**config.mk**
```make
export PLATFORM = sky130hd
export DESIGN_NAME = intr_ctrl
export DESIGN_NICKNAME = d
export VERILOG_FILES = /design/src/rtl/intr_ctrl.sv
export SDC_FILE = /design/constraint.sdc
export NUM_CORES = 1
export LEC_CHECK = 0
export ABC_AREA = 1
export ABC_CLOCK_PERIOD_IN_PS = 2080
export CAP_MARGIN = 30
export CORE_UTILIZATION = 53
export DETAILED_ROUTE_END_ITERATION = 10
export PLACE_DENSITY_LB_ADDON = 0.25
export RECOVER_POWER = 100
export SLEW_MARGIN = 10
export SYNTH_ARGS = -nofsm -noshare
export SYNTH_HDL_FRONTEND = slang
export SYNTH_SLANG_ARGS = --single-unit
export TNS_END_PERCENT = 10
```
**constraint.sdc**
```tcl
create_clock -name clk -period 2.08 [get_ports clk]
set_input_delay 0.624 -clock clk [delete_from_list [all_inputs] [get_ports clk]]
set_output_delay 0.624 -clock clk [all_outputs]
set_load 0.01 [all_outputs]
```
**src/rtl/intr_ctrl.sv**
```systemverilog
// Interrupt controller: edge-captures two IRQ lines plus a periodic timer, arbitrates
// (source 1 first) and issues one-cycle dispatch pulses, blocking nesting until iret.
module intr_ctrl #(
    parameter int TW = 10
) (
    input  logic          clk,
    input  logic          reset,
    input  logic          irq1_in,
    input  logic          irq2_in,
    input  logic          iret,
    input  logic          cpu_block,
    input  logic          mask_we,
    input  logic [1:0]    mask_d,
    input  logic          tmr_we,
    input  logic [TW-1:0] tmr_d,
    output logic          s_intr1,
    output logic          s_intr2,
    output logic          in_service,
    output logic [1:0]    pending
);

    typedef enum logic [1:0] {
        IDLE     = 2'd0,
        DISPATCH = 2'd1,
        SERVICE  = 2'd2
    } state_t;

    state_t        state_q, state_d;
    logic          sel_q, sel_d;       // 0: source 1, 1: source 2
    logic [1:0]    pend_q, pend_d;
    logic [1:0]    mask_q;
    logic [1:0]    prev_q;
    logic [TW-1:0] period_q;
    logic [TW-1:0] count_q, count_d;
    logic          tick;
    logic [1:0]    rise;
    logic [1:0]    set_req;
    logic [1:0]    clr_req;
    logic [1:0]    eligible;

    always_comb begin
        tick    = 1'b0;
        count_d = count_q;
        if (tmr_we) begin
            count_d = '0;
        end else if (period_q != '0) begin
            if (count_q == period_q - TW'(1)) begin
                count_d = '0;
                tick    = 1'b1;
            end else begin
                count_d = count_q + TW'(1);
            end
        end
    end

    always_comb begin
        rise     = {irq2_in & ~prev_q[1], irq1_in & ~prev_q[0]};
        set_req  = rise | {tick, 1'b0};
        eligible = pend_q & mask_q;
        state_d  = state_q;
        sel_d    = sel_q;
        clr_req  = 2'b00;
        case (state_q)
            IDLE: begin
                if (!cpu_block && (eligible != 2'b00)) begin
                    state_d = DISPATCH;
                    sel_d   = ~eligible[0];
                    clr_req = eligible[0] ? 2'b01 : 2'b10;
                end
            end
            DISPATCH: state_d = SERVICE;
            SERVICE: begin
                if (iret) begin
                    state_d = IDLE;
                end
            end
            default: state_d = IDLE;
        endcase
        // A new event in the same cycle as the dispatch clear must survive.
        pend_d = (pend_q & ~clr_req) | set_req;
    end

    always_ff @(posedge clk) begin
        if (!reset) begin
            state_q  <= IDLE;
            sel_q    <= 1'b0;
            pend_q   <= 2'b00;
            mask_q   <= 2'b00;
            period_q <= '0;
            count_q  <= '0;
        end else begin
            state_q <= state_d;
            sel_q   <= sel_d;
            pend_q  <= pend_d;
            count_q <= count_d;
            if (mask_we) begin
                mask_q <= mask_d;
            end
            if (tmr_we) begin
                period_q <= tmr_d;
            end
        end
    end

    // Edge history tracks the lines even in reset, so a line held high across
    // reset is not mistaken for a fresh request once reset releases.
    always_ff @(posedge clk) begin
        prev_q <= {irq2_in, irq1_in};
    end

    assign s_intr1    = (state_q == DISPATCH) && !sel_q;
    assign s_intr2    = (state_q == DISPATCH) &&  sel_q;
    assign in_service = (state_q != IDLE);
    assign pending    = pend_q;

endmodule
```
==> summary.txt, run 1 <==
Synth
  • Yosys top cell area share: between 30 and 40%
  • Synth area leader: dfxtp_1
  • Area contributors post-synth: dfxtp_1, nand2_1, inv_1, nor2_1, nand3_1
  • Post-synthesis cell type count: 27
  • Avg Cell Area, Syn: between 6 and 7 µm²
  • Synth async-reset ratio: 0%
  • Flops & latches, synth: 29
  • Simple-Gate Fraction of Synth Area: approximately two fifths
  • Yosys warnings: 0
  • Post-Syn Nets: about 250
  • Post-Synth Adder-Cell Area: 1.565%
  • Mapped Cells: 230
  • Seq/Total Area, Yosys: between 30 and 40%
  • Post-Syn Area: approximately 0.0016 mm²
  • Post-synthesis mux area share: 0%
  • EDFF count, synth: 0
  • Main combinational cell family by area after synthesis: simple AND/OR/NAND/NOR gates
  • Xor/xnor share of the synthesized area: under 10%
  • Primary FF master, synth: dfxtp_1
  • Post-synthesis compound-gate area fraction: about an eighth

Worst setup path
  • Worst-path maximum fanout: 3
  • WS Path Type: reg2out
  • CP startpoint kind: flip-flop
  • CP required: around 1500 ps
  • CP arrival: 1350 ps
  • Critical Path End Type: primary output

Hold path
  • HP Class: reg2reg

Clock network
  • CTS hold repair buffers: 0
  • Clk root buf: clkbuf_4
  • CTS Buf Count: 5
  • Bufs on Longest Clock Path: 2
  • H-tree lvl count: 2
  • Setup bufs post-CTS: 0
  • Clk_lat worst skew: about 330 ps
  • CTS tree: built
  • Clock-pin slew on the worst setup and hold paths: 100 ps
  • Sinks on Clock Net: 29

Placed design
  • Final Wtd Congestion: 0.8320
  • DPL Wire Length: roughly 2400 µm
  • Port Buffers: 24

Die
  • Die Width: ~57 µm
  • Die height: roughly 57 µm
  • Cell Rows: 19
  • Die area: 0.003240 mm²
  • Initial core utilization: a little under three fifths
  • IO Count: 25
  • Placeable Area: approximately 0.0028 mm²

Power and ir drop
  • Leak: ~0.9 nW
  • Cell Pwr Density: ~680 mW/mm²
  • Overall power: around 1.3 mW
  • Peak VDD IR: 0.4597 mV

GRT
  • Largest net degree at the start of global routing: 20
  • Initial antenna violation count: 0
  • First-pass GRT wire length: approximately 5400 µm
  • Vias in the first global route: approximately 1300
  • Grt ovf: 0
  • Tot GR Track Use: 21.85%

Routing
  • Drt pass-1 iters: 4
  • Remaining antenna violation count after routing: 0
  • Drt drc: 0
  • DR vias/cell: a little under 5
  • Wire length per cell: ~10 µm
  • Via count: about 1400
  • Final WL: between 3000 and 4000 µm
  • DRT iter0 DRCs: 61

STA
  • RSZ-0062 raised after global routing: false
  • Setup TNS: 0 ps
  • FMAX: 0.5056 GHz
  • Setup violators final: 0
  • Worst slew pin tran: around 410 ps
  • Final period util: 95.09%
  • Period minus WS final: 1978 ps
  • Slew Viols, Final: 0
  • Worst slew margin: a little over 70%
  • Final Hold Fails: 0
  • Final clock skew: 10.00 ps

Cells and area
  • Area Overhead vs Synth: 21.75%
  • Nets: ~280
  • Final core occ: a little over two thirds
  • Diodes inserted: 0
  • Layout cells sized above 1: ~11%
  • Filler Cell Count: 250

Flow run
  • Max_cap viols: 0

Run status
  • Status: finished, final reports clean
[power by group]
| part | switching [mW] | total [mW] | internal, mW |
|---|---|---|---|
| Sequential | 0.0227 | 0.603 | 0.580 |
| Clock | 0.199 | 0.486 | 0.287 |
| Combinational | 0.128 | 0.229 | 0.102 |
[cell type report]
| class | count | area [µm²] | area share [%] |
|---|---|---|---|
| multi-input combinational | 165 | 865.8 | 44.47 |
| tap | 31 | 38.79 | 1.992 |
| timing repair buffer | 26 | 249.0 | 12.79 |
| sequential | 29 | 580.6 | 29.82 |
| inverter | 34 | 127.6 | 6.555 |
| clock inverter | 1 | 30.03 | 1.542 |
| clock buffer | 7 | 55.05 | 2.828 |
[cells by family (layout without fill, tap and decap cells)]
family	Yosys count	count (layout)
AO/OA/AOI/OAI	35	35
AND/OR/NAND/NOR	122	122
XOR/XNOR	6	6
adder cells (fa/ha/maj)	2	2
buffers and inverters	36	68
flip-flops	29	29
[cells in the final DEF (no fill, tap or decap), types with 3 or more instances in the layout]
| cell type | count |
|---|---|
| nand3_1 | 19 |
| nand2_2 | 3 |
| dfxtp_1 | 29 |
| nor2_2 | 4 |
| nor2_4 | 3 |
| xor2_1 | 5 |
| dlygate4sd3_1 | 7 |
| o21ai_0 | 12 |
| nand2_1 | 46 |
| clkdlybuf4s50_1 | 15 |
| nor2_1 | 35 |
| inv_1 | 33 |
| nand2_4 | 5 |
| clkbuf_4 | 5 |
| a21oi_1 | 17 |
[cell usage after synthesis, types with 2 or more instances]
cell and instances:
nand2_1 46, inv_1 33, nor2_1 30, dfxtp_1 29
nand3_1 19, a21oi_1 17, o21ai_0 12, nor2_2 8
nand2_4 5, xor2_1 5, nor2_4 4, nand2_2 3
a21oi_2 2, clkbuf_1 2, ha_1 2, o21ai_1 2
[worst paths after layout]
path	cells past startpoint	endpoint	slack [ps]	from
hold / removal	2	period_q[9]$_SDFFE_PN0P_	500	period_q[9]$_SDFFE_PN0P_
setup reg to reg	13	count_q[2]$_SDFFE_PP0N_	280	period_q[0]$_SDFFE_PN0P_
hold reg to reg	2	period_q[9]$_SDFFE_PN0P_	500	period_q[9]$_SDFFE_PN0P_
setup / recovery	3	in_service	100	state_q[1]$_SDFFE_PN0P_
[routing by layer]
layer | track usage, % | part of all wire (%)
met5 | 0 | 0
met4 | 8.362 | 2.3
met2 | 37.98 | 46
met3 | 7.834 | 4.1
met1 | 24.32 | 47
[state kept, by name, indices dropped and copies added, names as in the netlist]
name      count
mask_q        2
count_q      10
state_q       2
pending       2
period_q     10
sel_q         1
prev_q        2
[stage by stage]
| stage | setup WS [ps] | cells | instance area [µm²] | hold WS, ps |
|---|---|---|---|---|
| detailed placement | 136.6 | 285 | 1886 | 482.5 |
| CTS | 93.40 | 293 | 1968 | 497.6 |
| global route | 2.266 | 293 | 1947 | 523.0 |
| global placement | 190.9 | 285 | 1886 | 469.0 |
| finish | 102.2 | 293 | 1947 | 496.8 |
| floorplan | 515.4 | 230 | 1599 | 457.6 |
[critical path, cell delays in order, from the launching register on]
cell             delay [ps]
dfxtp_1                 350
nor2_1                   60
inv_1                    80
clkdlybuf4s50_1         530
[timing repair]
action	CTS	global route
endpoints found under the setup margin	2	0
gates resized for setup	2	0
endpoints found under the hold margin	0	0
(Power assumes the default switching activity.)
==> run 2, diff against run 1 <==
- CAP_MARGIN: 30 -> 0
- SKIP_LAST_GASP: not set -> 1
==> run 2 against run 1 <==
Effect of this change: sequential power barely moved; final cell count stayed put; clock-buffer cell count unchanged; non-clock buffer count unchanged; combinational power hardly changed; setup slack about the same; utilization up 0.13 points; maximum frequency unchanged; critical path type unchanged.
==> summary.txt, run 2 (synthesized netlist as in run 1, its figures left out) <==
Run status
  • Status: finished, final reports clean

Worst setup path
  • Worst-path maximum fanout: 3 (unchanged)
  • Worst path slowest cell: clkdlybuf4s50_1
  • Crit-path max cell delay: 530 ps (about the same)
  • WS Path Type: reg2out
  • Critical Path End Type: primary output
  • CP startpoint kind: flip-flop
  • CP required: 1460 ps (about the same)
  • CP Cell Sequence: nor2_1 -> inv_1 -> clkdlybuf4s50_1
  • Delay-heaviest family, CP: buffers and inverters
  • CP Buf/Inv Count: 2 (unchanged)
  • CP arrival: 1350 ps (about the same)

Routing
  • Drt drc: 0 (unchanged)
  • Final WL: 3083 µm (+0.36%)
  • Via count: 1447 (+0.42%)
  • Wire length per cell: 10.52 µm (+0.36%)
  • DRT iter0 DRCs: 61 (unchanged)
  • DR vias/cell: 4.939 (+0.42%)
  • Drt pass-1 iters: 4 (unchanged)
  • Remaining antenna violation count after routing: 0 (unchanged)

Die
  • Die height: 56.93 µm (unchanged)
  • Cell Rows: 19 (unchanged)
  • Initial core utilization: 57.00% (unchanged)
  • Die area: 0.003240 mm² (unchanged)
  • Die Width: 56.93 µm (unchanged)
  • IO Count: 25 (unchanged)
  • Placeable Area: 0.002805 mm² (unchanged)

Clock network
  • Bufs on Longest Clock Path: 2 (unchanged)
  • H-tree lvl count: 2 (unchanged)
  • CTS resizes: 1 (-1)
  • Setup bufs post-CTS: 0 (unchanged)
  • CTS Buf Count: 5 (unchanged)
  • Clk root buf: clkbuf_4
  • CTS tree: built
  • Sinks on Clock Net: 29 (unchanged)
  • Clk_lat worst skew: 330 ps (about the same)
  • Clock-pin slew on the worst setup and hold paths: 100 ps (about the same)
  • CTS hold repair buffers: 0 (unchanged)

Cells and area
  • Most frequent cells in the layout: nand2_1, nor2_1, inv_1, dfxtp_1, nand3_1
  • Final core occ: 69.54% (+0.13 points)
  • Diodes inserted: 0 (unchanged)
  • Nets: 283 (unchanged)
  • Area Overhead vs Synth: 21.99%
  • Final Cell Area: 0.001951 mm² (+0.19%)
  • Top flop regs: count_q: 10 flops, period_q: 10 flops
  • Layout cells sized above 1: 11.07% (unchanged)
  • Commonest non-fill, non-tap cell in the layout: nand2_1

STA
  • Final clock skew: 10.03 ps (+0.03030 ps)
  • Period minus WS final: 1978 ps (-0.002000 ps)
  • Worst slew pin tran: 411.9 ps (-0.01276 ps)
  • RSZ-0062 raised after global routing: false
  • FMAX: 0.5056 GHz (unchanged)
  • Slew Viols, Final: 0 (unchanged)
  • Final setup margin: 102.2 ps (+0.002000 ps)
  • Worst slew margin: 72.54% (about the same)
  • Setup violators final: 0 (unchanged)
  • Setup TNS: 0 ps (unchanged)
  • Final Hold Fails: 0 (unchanged)
  • Final period util: 95.09% (about the same)

Placed design
  • Final Wtd Congestion: 0.8320 (unchanged)
  • DPL Wire Length: 2362 µm (unchanged)
  • Port Buffers: 24 (unchanged)
  • Placement Cell Area: 0.001886 mm² (unchanged)
  • DP Worst Slack: 136.6 ps (unchanged)

GRT
  • Initial antenna violation count: 0 (unchanged)
  • Most used routing layer: met2
  • Grt ovf: 0 (unchanged)
  • Vias in the first global route: 1311 (unchanged)
  • Met1 GRT Util: 24.32% (unchanged)
  • Tot GR Track Use: 21.85% (unchanged)
  • First-pass GRT wire length: 5395 µm (unchanged)
  • Met3 global-route usage: 7.834% (unchanged)
  • Largest net degree at the start of global routing: 20 (unchanged)
  • Met2 Usage GRT: 37.98% (unchanged)

Power and ir drop
  • Cell Pwr Density: 675.9 mW/mm² (-0.17%)
  • Peak VDD IR: 0.4597 mV (about the same)
  • Leak: 0.9076 nW (+1.6%)

Hold path
  • HP Class: reg2reg

Flow run
  • Max_cap viols: 0 (unchanged)
## run 2: cell count changes in the layout (fill, tap and decap cells not counted)
cell	delta
dlygate4sd2_1	-1
dlymetal6s2s_1	+1
## run 2: worst reg2reg max path, cell delays in order, from the launching register on
cell	delay (ps)
dfxtp_1	320
inv_1	130
ha_1	300
inv_1	60
nand2_1	80
nand2_1	60
nand2_1	50
nand3_1	80
nor2_1	100
nand2_1	60
nor2_1	200
nand2_4	100
nand2_4	120
nor2_1	50
## run 2: final timing paths
path / from / to / slack (ps) / cells after the start
worst max register to register: period_q[0]$_SDFFE_PN0P_ / count_q[2]$_SDFFE_PP0N_ / 270 / 13
worst min-delay path: period_q[9]$_SDFFE_PN0P_ / period_q[9]$_SDFFE_PN0P_ / 500 / 2
worst max-delay path: state_q[1]$_SDFFE_PN0P_ / in_service / 100 / 3
worst min register to register: period_q[9]$_SDFFE_PN0P_ / period_q[9]$_SDFFE_PN0P_ / 500 / 2
## run 2: metal layers
layer | routed length [µm] | up-vias | part of all wire, %
li1 | - | 792 | -
met1 | 1446 | 616 | 47
met2 | 1431 | 31 | 46
met3 | 132 | 8 | 4.3
met4 | 72 | 0 | 2.3
met5 | 0 | - | 0
## run 2: per-stage QoR
stage | total power [mW] | hold WS (ps) | instances
floorplan | 0.7770 | 457.6 | 230
detailed placement | 0.8540 | 482.5 | 285
global placement | 0.8501 | 469.0 | 285
finish | 1.318 | 497.1 | 293
CTS | 1.336 | 497.6 | 293
global route | 1.398 | 523.0 | 293
## run 2: power breakdown
group	switching (mW)	internal (mW)	leakage [nW]
combinational	0.128	0.102	0.624
clock	0.200	0.287	0.0455
sequential	0.0228	0.580	0.238
total	0.350	0.968	0.908
## run 2: area by class of cell
class,instances,area [µm²]
clock inverters,1,30.03
flip-flops and latches,29,580.6
well taps,31,38.79
clock buffers,7,55.05
inverters,34,127.6
repair buffers,26,252.7
fillers,250,854.6
multi-input cells,165,865.8
